==> src/rtl/mult_pkg.sv <==
// mult_pkg: shared definitions for the HI/LO multiply unit.
//   - op_t    : operation encodings carried on op_i
//   - state_t : control FSM states
//   - DEFAULT_WIDTH : default operand width
package mult_pkg;

   localparam int unsigned DEFAULT_WIDTH = 32;

   typedef enum logic [1:0] {
      OP_MUL  = 2'b00,
      OP_MADD = 2'b01,
      OP_MSUB = 2'b10,
      OP_CLR  = 2'b11
   } op_t;

   typedef enum logic {
      ST_IDLE = 1'b0,
      ST_BUSY = 1'b1
   } state_t;

endpackage

==> src/rtl/mult_hilo_unit_if.sv <==
// mult_hilo_unit_if: issue/readback bundle between the ALU and the HI/LO unit.
//   start_i, op_i, a_i, b_i : request from the issuer
//   busy_o, done_o          : status back to the issuer
//   hi_o, lo_o              : architectural HI/LO registers
// Modports: master = issuer (ALU), slave = mult_hilo_unit.
interface mult_hilo_unit_if
   import mult_pkg::*;
#(
   parameter int unsigned WIDTH = DEFAULT_WIDTH
);
   logic             start_i;
   op_t              op_i;
   logic [WIDTH-1:0] a_i;
   logic [WIDTH-1:0] b_i;
   logic             busy_o;
   logic             done_o;
   logic [WIDTH-1:0] hi_o;
   logic [WIDTH-1:0] lo_o;

   modport master (
      output start_i, op_i, a_i, b_i,
      input  busy_o, done_o, hi_o, lo_o
   );

   modport slave (
      input  start_i, op_i, a_i, b_i,
      output busy_o, done_o, hi_o, lo_o
   );
endinterface

==> src/rtl/MULTIPLIER.sv <==
// MULTIPLIER: combinational signed WIDTH x WIDTH multiplier array.
//   A, B      : signed operands
//   LOW, HIGH : lower/upper halves of the signed 2*WIDTH-bit product
module MULTIPLIER #(
   parameter int unsigned WIDTH = 32
) (
   input  logic [WIDTH-1:0] A,
   input  logic [WIDTH-1:0] B,
   output logic [WIDTH-1:0] LOW,
   output logic [WIDTH-1:0] HIGH
);
   logic [2*WIDTH-1:0] a_ext;
   logic [2*WIDTH-1:0] b_ext;

   // Sign-extended operands multiplied modulo 2^(2*WIDTH) yield the exact signed product.
   assign a_ext        = {{WIDTH{A[WIDTH-1]}}, A};
   assign b_ext        = {{WIDTH{B[WIDTH-1]}}, B};
   assign {HIGH, LOW}  = a_ext * b_ext;
endmodule

==> src/rtl/mult_hilo_unit.sv <==
// mult_hilo_unit: multi-cycle multiply / multiply-accumulate / multiply-subtract
// into architectural HI/LO registers.
//   clk  : rising-edge clock
//   rst  : asynchronous active-high reset
//   bus  : slave side of mult_hilo_unit_if (start_i/op_i/a_i/b_i in,
//          busy_o/done_o/hi_o/lo_o out)
// Operands are latched into opa/opb on start and held for the whole BUSY
// window, so the multiplier array is a MUL_CYCLES multicycle path into HI/LO.
module mult_hilo_unit
   import mult_pkg::*;
#(
   parameter int unsigned WIDTH      = DEFAULT_WIDTH,
   parameter int unsigned MUL_CYCLES = 2
) (
   input  logic            clk,
   input  logic            rst,
   mult_hilo_unit_if.slave bus
);
   if (MUL_CYCLES < 1 || MUL_CYCLES > 15) begin : g_bad_cycles
      $error("MUL_CYCLES must be in 1..15");
   end

   // Counter starts at MUL_CYCLES-1 so the commit lands on the MUL_CYCLES-th edge.
   localparam logic [3:0] CNT_INIT = 4'(MUL_CYCLES - 1);

   state_t             state;
   logic [3:0]         cnt;
   logic [WIDTH-1:0]   opa;
   logic [WIDTH-1:0]   opb;
   op_t                opr;
   logic [WIDTH-1:0]   hi;
   logic [WIDTH-1:0]   lo;
   logic               done;
   logic [WIDTH-1:0]   prod_lo;
   logic [WIDTH-1:0]   prod_hi;
   logic [2*WIDTH-1:0] prod;
   logic [2*WIDTH-1:0] hilo_nxt;

   MULTIPLIER #(.WIDTH(WIDTH)) u_mult (
      .A    (opa),
      .B    (opb),
      .LOW  (prod_lo),
      .HIGH (prod_hi)
   );

   assign prod = {prod_hi, prod_lo};

   always_comb begin
      hilo_nxt = prod;
      case (opr)
         OP_MADD: hilo_nxt = {hi, lo} + prod;
         OP_MSUB: hilo_nxt = {hi, lo} - prod;
         default: hilo_nxt = prod;
      endcase
   end

   always_ff @(posedge clk or posedge rst) begin
      if (rst) begin
         state <= ST_IDLE;
         cnt   <= '0;
         opa   <= '0;
         opb   <= '0;
         opr   <= OP_MUL;
         hi    <= '0;
         lo    <= '0;
         done  <= 1'b0;
      end else begin
         done <= 1'b0;
         case (state)
            ST_IDLE: begin
               if (bus.start_i) begin
                  if (bus.op_i == OP_CLR) begin
                     hi   <= '0;
                     lo   <= '0;
                     done <= 1'b1;
                  end else begin
                     opa   <= bus.a_i;
                     opb   <= bus.b_i;
                     opr   <= bus.op_i;
                     cnt   <= CNT_INIT;
                     state <= ST_BUSY;
                  end
               end
            end
            ST_BUSY: begin
               if (cnt != 4'd0) begin
                  cnt <= cnt - 4'd1;
               end else begin
                  {hi, lo} <= hilo_nxt;
                  done     <= 1'b1;
                  state    <= ST_IDLE;
               end
            end
            default: state <= ST_IDLE;
         endcase
      end
   end

   assign bus.busy_o = (state == ST_BUSY);
   assign bus.done_o = done;
   assign bus.hi_o   = hi;
   assign bus.lo_o   = lo;
endmodule

==> src/flat_wrapper.sv <==
// flat-port wrapper written by rule: the top's interface ports become plain ports
module mult_hilo_unit_flat import mult_pkg::*;
#(
   parameter int unsigned WIDTH      = DEFAULT_WIDTH,
   parameter int unsigned MUL_CYCLES = 2
)
  (clk, rst, bus_start_i, bus_op_i, bus_a_i, bus_b_i, bus_busy_o, bus_done_o, bus_hi_o, bus_lo_o);
  mult_hilo_unit_if #(.WIDTH(WIDTH)) bus_i ();
  input  logic clk;
  input  logic rst;
  input wire logic [$bits(bus_i.start_i)-1:0] bus_start_i;
  input wire logic [$bits(bus_i.op_i)-1:0] bus_op_i;
  input wire logic [$bits(bus_i.a_i)-1:0] bus_a_i;
  input wire logic [$bits(bus_i.b_i)-1:0] bus_b_i;
  output wire logic [$bits(bus_i.busy_o)-1:0] bus_busy_o;
  output wire logic [$bits(bus_i.done_o)-1:0] bus_done_o;
  output wire logic [$bits(bus_i.hi_o)-1:0] bus_hi_o;
  output wire logic [$bits(bus_i.lo_o)-1:0] bus_lo_o;
  assign bus_i.start_i = bus_start_i;
  assign bus_i.op_i = bus_op_i;
  assign bus_i.a_i = bus_a_i;
  assign bus_i.b_i = bus_b_i;
  assign bus_busy_o = bus_i.busy_o;
  assign bus_done_o = bus_i.done_o;
  assign bus_hi_o = bus_i.hi_o;
  assign bus_lo_o = bus_i.lo_o;
  mult_hilo_unit #(.WIDTH(WIDTH), .MUL_CYCLES(MUL_CYCLES)) u_core (.clk(clk), .rst(rst), .bus(bus_i));
endmodule
==> config.mk <==
export PLATFORM = sky130hd
export DESIGN_NAME = mult_hilo_unit_flat
export DESIGN_NICKNAME = d
export VERILOG_FILES = /design/src/rtl/mult_pkg.sv /design/src/rtl/mult_hilo_unit_if.sv /design/src/rtl/MULTIPLIER.sv /design/src/rtl/mult_hilo_unit.sv /design/src/flat_wrapper.sv
export SDC_FILE = /design/constraint.sdc
export NUM_CORES = 2
export LEC_CHECK = 0
export ABC_AREA = 0
export CORE_ASPECT_RATIO = 0.6
export CORE_UTILIZATION = 55
export DETAILED_ROUTE_END_ITERATION = 12
export DONT_BUFFER_PORTS = 1
export PLACE_DENSITY_LB_ADDON = 0.12
export SLEW_MARGIN = 40
export SYNTH_ARGS = -nofsm -noshare
export SYNTH_HDL_FRONTEND = slang
export SYNTH_SLANG_ARGS = --single-unit
==> constraint.sdc <==
create_clock -name clk -period 11.1 [get_ports clk]
set_input_delay 1.11 -clock clk [delete_from_list [all_inputs] [get_ports clk]]
set_output_delay 1.11 -clock clk [all_outputs]
set_load 0.005 [all_outputs]
# After elaboration in Yosys (flattened, before gate mapping)
# Cells that the tools add are included.
# W data, S select, Z words.
[classes]
addsub = 3
n_mul = 1
n_eq_ne = 8
mux = 19
bitwise = 2
reduce_logical = 4
[op_table]
columns = ["op", "count"]
rows = [
  ["$mux W32", 4],
  ["$pmux W32 S2", 2],
  ["$pmux W64 S2", 1],
  ["$add A64 B64 Y64", 1],
  ["$mul A32 B32 Y64", 1],
  ["$sub A64 B64 Y64", 1],
  ["$mux W4", 3],
  ["$reduce_and A3 Y1", 3],
  ["$ne A2 B2 Y1 const B", 4],
  ["$pmux W4 S2", 1],
  ["$mux W1", 6],
  ["$eq A2 B2 Y1 const B", 2],
  ["$pmux W1 S2", 2],
  ["$reduce_bool A4 Y1", 1],
  ["$sub A4 B1 Y4 const B", 1],
  ["$eq A2 B1 Y1 const B", 1],
  ["$ne A2 B1 Y1 const B", 1],
  ["$not A1 Y1", 2],
]
[word_totals]
ff_bits = 136
output_inout_bits = 66

# Longest topological paths before layout
[depth]
depth_word = 5
ltp_mapped = 47

# Cells and area by module
# A second synthesis with hierarchy kept.
[hier_totals]
cells_unflattened = 5224
hier_area_um2 = 47012.6
[modules_own_cells]
columns = ["mod", "n_inst", "cells_per_inst", "area_per_inst_um2"]
rows = [
  ["MULTIPLIER", 1, 3888, 36378.6],
  ["mult_hilo_unit", 1, 1336, 10633.9],
]

# Worst setup path before layout
# OpenSTA, ideal clock, no wires.
[synth_timing]
path_type = "register to register"
from = "reg u_core.opa[31]"
to = "reg u_core.hi[31] (netlist: u_core.bus.hi_o[31])"
setup_time_ns = 0.131
t_arrival_ns = 10.462
required_time_ns = 10.969
slack_ns = 0.507
path_stages_with_launch = 39
path_buffers = 2
cell_sequence = "dfrtp_1 -> clkbuf_1 -> nand2_1 -> inv_1 -> fa_1 -> fa_1 -> fa_1 -> fa_1 -> inv_1 -> fa_1 -> inv_1 -> fa_1 -> inv_1 -> fa_1 -> inv_1 -> fa_1 -> ha_1 -> clkbuf_1 -> (+3 left out) -> a211oi_1 -> a21boi_0 -> xor2_1 -> nand4_1 -> nor4_4 -> nand3_1 -> nor2_1 -> nor2_1 -> xnor2_1 -> ha_1 -> a21oi_1 -> o21bai_1 -> a21oi_1 -> o21ai_0 -> a211oi_1 -> xnor3_1 -> and3_1 -> or3_1"
[synth_between]
elab_chain_len = 5
elab_cells_between_ends = 6
classes_between = "2 x add/sub; 1 x mul; 3 x mux"
[synth_rtl]
columns = ["item", "line", "source"]
rows = [
  ["from (decl)", "mult_hilo_unit.sv:28", "logic [WIDTH-1:0] opa;"],
  ["from (signal assigned)", "mult_hilo_unit.sv:77", "opa <= bus.a_i;"],
  ["$mul A32 B32 Y64 *", "MULTIPLIER.sv:18", "assign {HIGH, LOW} = a_ext * b_ext;"],
  ["$sub A64 B64 Y64 or $add A64 B64 Y64 (tied branches)", "mult_hilo_unit.sv:52, mult_hilo_unit.sv:51", ""],
  ["$pmux W64 S2 *", "mult_hilo_unit.sv:50", "case (opr)"],
  ["$mux W32 *", "mult_hilo_unit.sv:86", "if (cnt != 4'd0) begin"],
  ["$pmux W32 S2 *", "mult_hilo_unit.sv:69", "case (state)"],
  ["to (signal assigned)", "mult_hilo_unit.sv:89", "{hi, lo} <= hilo_nxt;"],
  ["to (decl)", "mult_hilo_unit.sv:31", "logic [WIDTH-1:0] hi;"],
]
# Mark *: on every way between the ends. The rest lies on a longest branch, timed or not. The select of a mux whose other input is x is not followed.
# A chain may end at the register's enable or synchronous reset.

# Worst setup path after layout
[layout_timing]
from = "reg u_core.opb[11]"
to = "reg u_core.hi[24] (netlist: u_core.bus.hi_o[24])"
[layout_between]
elab_chain_len = 5
elab_cells_between_ends = 6
classes_between = "2 x add/sub; 1 x mul; 3 x mux"
[layout_rtl]
columns = ["item", "line", "source"]
rows = [
  ["from (decl)", "mult_hilo_unit.sv:29", "logic [WIDTH-1:0] opb;"],
  ["from (signal assigned)", "mult_hilo_unit.sv:78", "opb <= bus.b_i;"],
  ["$mul A32 B32 Y64 *", "MULTIPLIER.sv:18", ""],
  ["$sub A64 B64 Y64 or $add A64 B64 Y64 (tied branches)", "mult_hilo_unit.sv:52, mult_hilo_unit.sv:51", ""],
  ["$pmux W64 S2 *", "mult_hilo_unit.sv:50", ""],
  ["$mux W32 *", "mult_hilo_unit.sv:86", ""],
  ["$pmux W32 S2 *", "mult_hilo_unit.sv:69", ""],
]
# Marks and branches as above.

==> metrics.yaml <==
run_status: "completed"
clkSinkCount: 136
route.vias.total: 35620
hold_buffers: 0
async_reset_ff_frac: 1.00
first_pass_iters: 5
crit_path_max_incr_delay_ps: 550
drtIter0Drc: 2952
criticalPathCategory: "register to register"
final-hold-violation-count: 0
crit_buf_inv: 8
clk_latency_ps: 550
hold_path.class: "primary input to async pin"
track_usage: 0.335
row_count: 82
drive_above_1_share: 0.113
grt_pass1_vias: 36755
clock_skew_ps: 23.1
syn2layout_area_growth_pct: 9.28
ys.flop_type: "dfrtp_1"
path_delay_family: "adder cells"
clockBufferDepth: 2
arrival_ps: 11220
slowest_stage: "fa_1"
endpoint_kind: "register"
synth_warnings: 0
drc: 0
fin_crit_sh: 0.972
cpMostUsedCell: "fa_1"
cts_tree: "yes"
overflow: 0
cp_max_fo: 5
numCtsBuffers: 17
synth_cells: 5141
viasPerCell: 5.58
io_pins: 135
finalSetupViolations: 0
dp_cells: 6319
htree_levels: 4
reg2reg_depth: 42
die_y_um: 228
antenna_left: 0
routed_wl_um: 137000
grt_max_degree: 73
synth-edff-count: 0
final_nets: 6638
numPortBuffers: 0
yosysUniqueCellTypes: 95
syn_avg_cell_area_um2: 9.12
instances_no_fill: 6386
clock.fmax_mhz: 92.7
max_cap_viol_count: 0
start_util: 0.558
path_depth: 42
worstPathRequired_ps: 11530
seq_area_frac_synth: 0.0726
start_kind: "register"
hpwl_um: 116000
die_w_um: 379
clkTransAtPathRegs_ps: 70
tightestPinTransition_ps: 796
antenna_found_initial: 20
synth_nets: 6544
final.min_clock_period_ps: 10790
fill_cells: 7365
grt_pass1_wl_um: 220000
cts_root_buf: "clkbuf_16"
synth-seq-cells: 136
core_mm2: 0.0839
gp_congestion: 0.972
relSlewSlack: 0.470
drv_slew: 0
wire_per_inst_um: 21.5
dieArea_mm2: 0.0864
syn_area_mm2: 0.0469
[stage by stage]
stage                      util  setup WS, ps  TNS [ps]  hold WS, ps  cell area, um2
after floorplan               -           507         0          462           46900
after global placement    0.594           105         0          493           49900
after detailed placement  0.594          10.7         0          501           49900
after CTS                 0.602          7.28         0          449           50500
after global routing      0.610         -64.9      -147          476           51200
final                     0.610           312         0          447           51200
[cells in the final DEF (no fill, tap or decap), types with 22 or more instances in the layout]
cell / instances
fa_1: 1072
inv_1: 1018
nand2_1: 683
and2_1: 472
buf_4: 309
ha_1: 239
nor2_1: 168
a21oi_1: 167
o21ai_0: 129
xnor2_1: 122
dfrtp_1: 105
a21o_1: 67
mux2_2: 65
xor2_1: 56
nand2b_1: 34
dfrtp_2: 31
nand4_1: 27
nor3_1: 26
nand3_1: 26
a21oi_2: 22
[final cells by class]
class	instances	area, um2	area share
tap	1134	1420	0.0277
inverter	1021	3840	0.0749
clock buffer	18	439	0.00857
clock inverter	14	180	0.00352
sequential	136	3440	0.0672
timing repair buffer	344	2860	0.0559
multi-input combinational	3715	39000	0.762
antenna	4	10.0	0.000195
[logic make-up (layout without fill, tap and decap cells)]
group,count (synthesis),after routing,share of synthesized area
AND/OR/NAND/NOR,1547,1547,0.162
adder cells (fa/ha/maj),1334,1334,0.530
buffers and inverters,1290,1397,0.104
AO/OA/AOI/OAI,573,573,0.0787
XOR/XNOR,186,186,0.0357
flip-flops,136,136,0.0726
multiplexers,75,75,0.0178
other,0,4,0
[routing by layer]
layer  part of all wire  wire length (um)  vias to the layer above  GRT usage
li1                   -                 -                    15720          -
met1               0.47             64300                    18181      0.533
met2               0.40             54900                     1574      0.444
met3               0.12             16200                      127      0.111
met4              0.013              1790                       18     0.0556
met5            0.00085               117                        -          0
[synthesized netlist by cell type, drive strengths merged, types with 4 or more instances]
library cell | instances | area share
nor4 | 10 | 0.0021
a221o | 8 | 0.0017
o31ai | 10 | 0.0023
mux2 | 65 | 0.016
o21ai | 143 | 0.015
nand4 | 27 | 0.0036
o2111ai | 4 | 0.00075
or3 | 10 | 0.0014
nor2 | 173 | 0.014
buf | 20 | 0.0021
and2 | 473 | 0.063
a22o | 8 | 0.0015
a31o | 4 | 0.00075
a211o | 6 | 0.0011
a31oi | 20 | 0.0027
mux2i | 10 | 0.0021
a2111oi | 5 | 0.0015
o21bai | 20 | 0.0033
inv | 1020 | 0.082
a21o | 67 | 0.011
nand3b | 6 | 0.00096
xnor2 | 125 | 0.024
and4 | 7 | 0.0014
a21oi | 190 | 0.021
nor2b | 15 | 0.0020
a41oi | 6 | 0.0013
fa | 1083 | 0.46
nor3 | 32 | 0.0035
o22ai | 5 | 0.00067
or2 | 5 | 0.00067
o211ai | 4 | 0.00064
or4 | 5 | 0.00080
o21a | 18 | 0.0029
nand2 | 685 | 0.055
dfrtp | 136 | 0.073
nand3 | 28 | 0.0031
nand2b | 36 | 0.0049
and3 | 20 | 0.0027
a221oi | 6 | 0.0014
xor2 | 60 | 0.011
a211oi | 17 | 0.0030
ha | 251 | 0.067
nor3b | 8 | 0.0014
clkbuf | 249 | 0.020
[sequential cells by signal, indices dropped and copies added (netlist names)]
| name | flops |
|---|---|
| u_core.opr | 2 |
| u_core.opb | 32 |
| u_core.bus.hi_o | 32 |
| u_core.opa | 32 |
| u_core.bus.done_o | 1 |
| u_core.cnt | 4 |
| u_core.bus.busy_o | 1 |
| u_core.bus.lo_o | 32 |
[path summary, 6_finish.rpt]
check	startpoint	to	slack, ps
hold / removal	rst	u_core.bus.lo_o[6]	450
min in group clk	u_core.cnt[0]	u_core.cnt[0]	510
setup reg to reg	u_core.opb[11]	u_core.bus.hi_o[24]	310
hold reg to reg	u_core.cnt[0]	u_core.cnt[0]	510
max in group asynchronous	rst	u_core.opa[24]	9460
setup / recovery	u_core.opb[11]	u_core.bus.hi_o[24]	310
[what timing repair did]
| action | in CTS | in global routing |
|---|---|---|
| setup endpoints to repair | 2 | 23 |
| resized for setup | 3 | 135 |
| pin swaps | 0 | 51 |
| setup buffers | 0 | 31 |
Power is not shown: default switching activity piles up to over one toggle a cycle in this logic, so the estimate is an artifact.
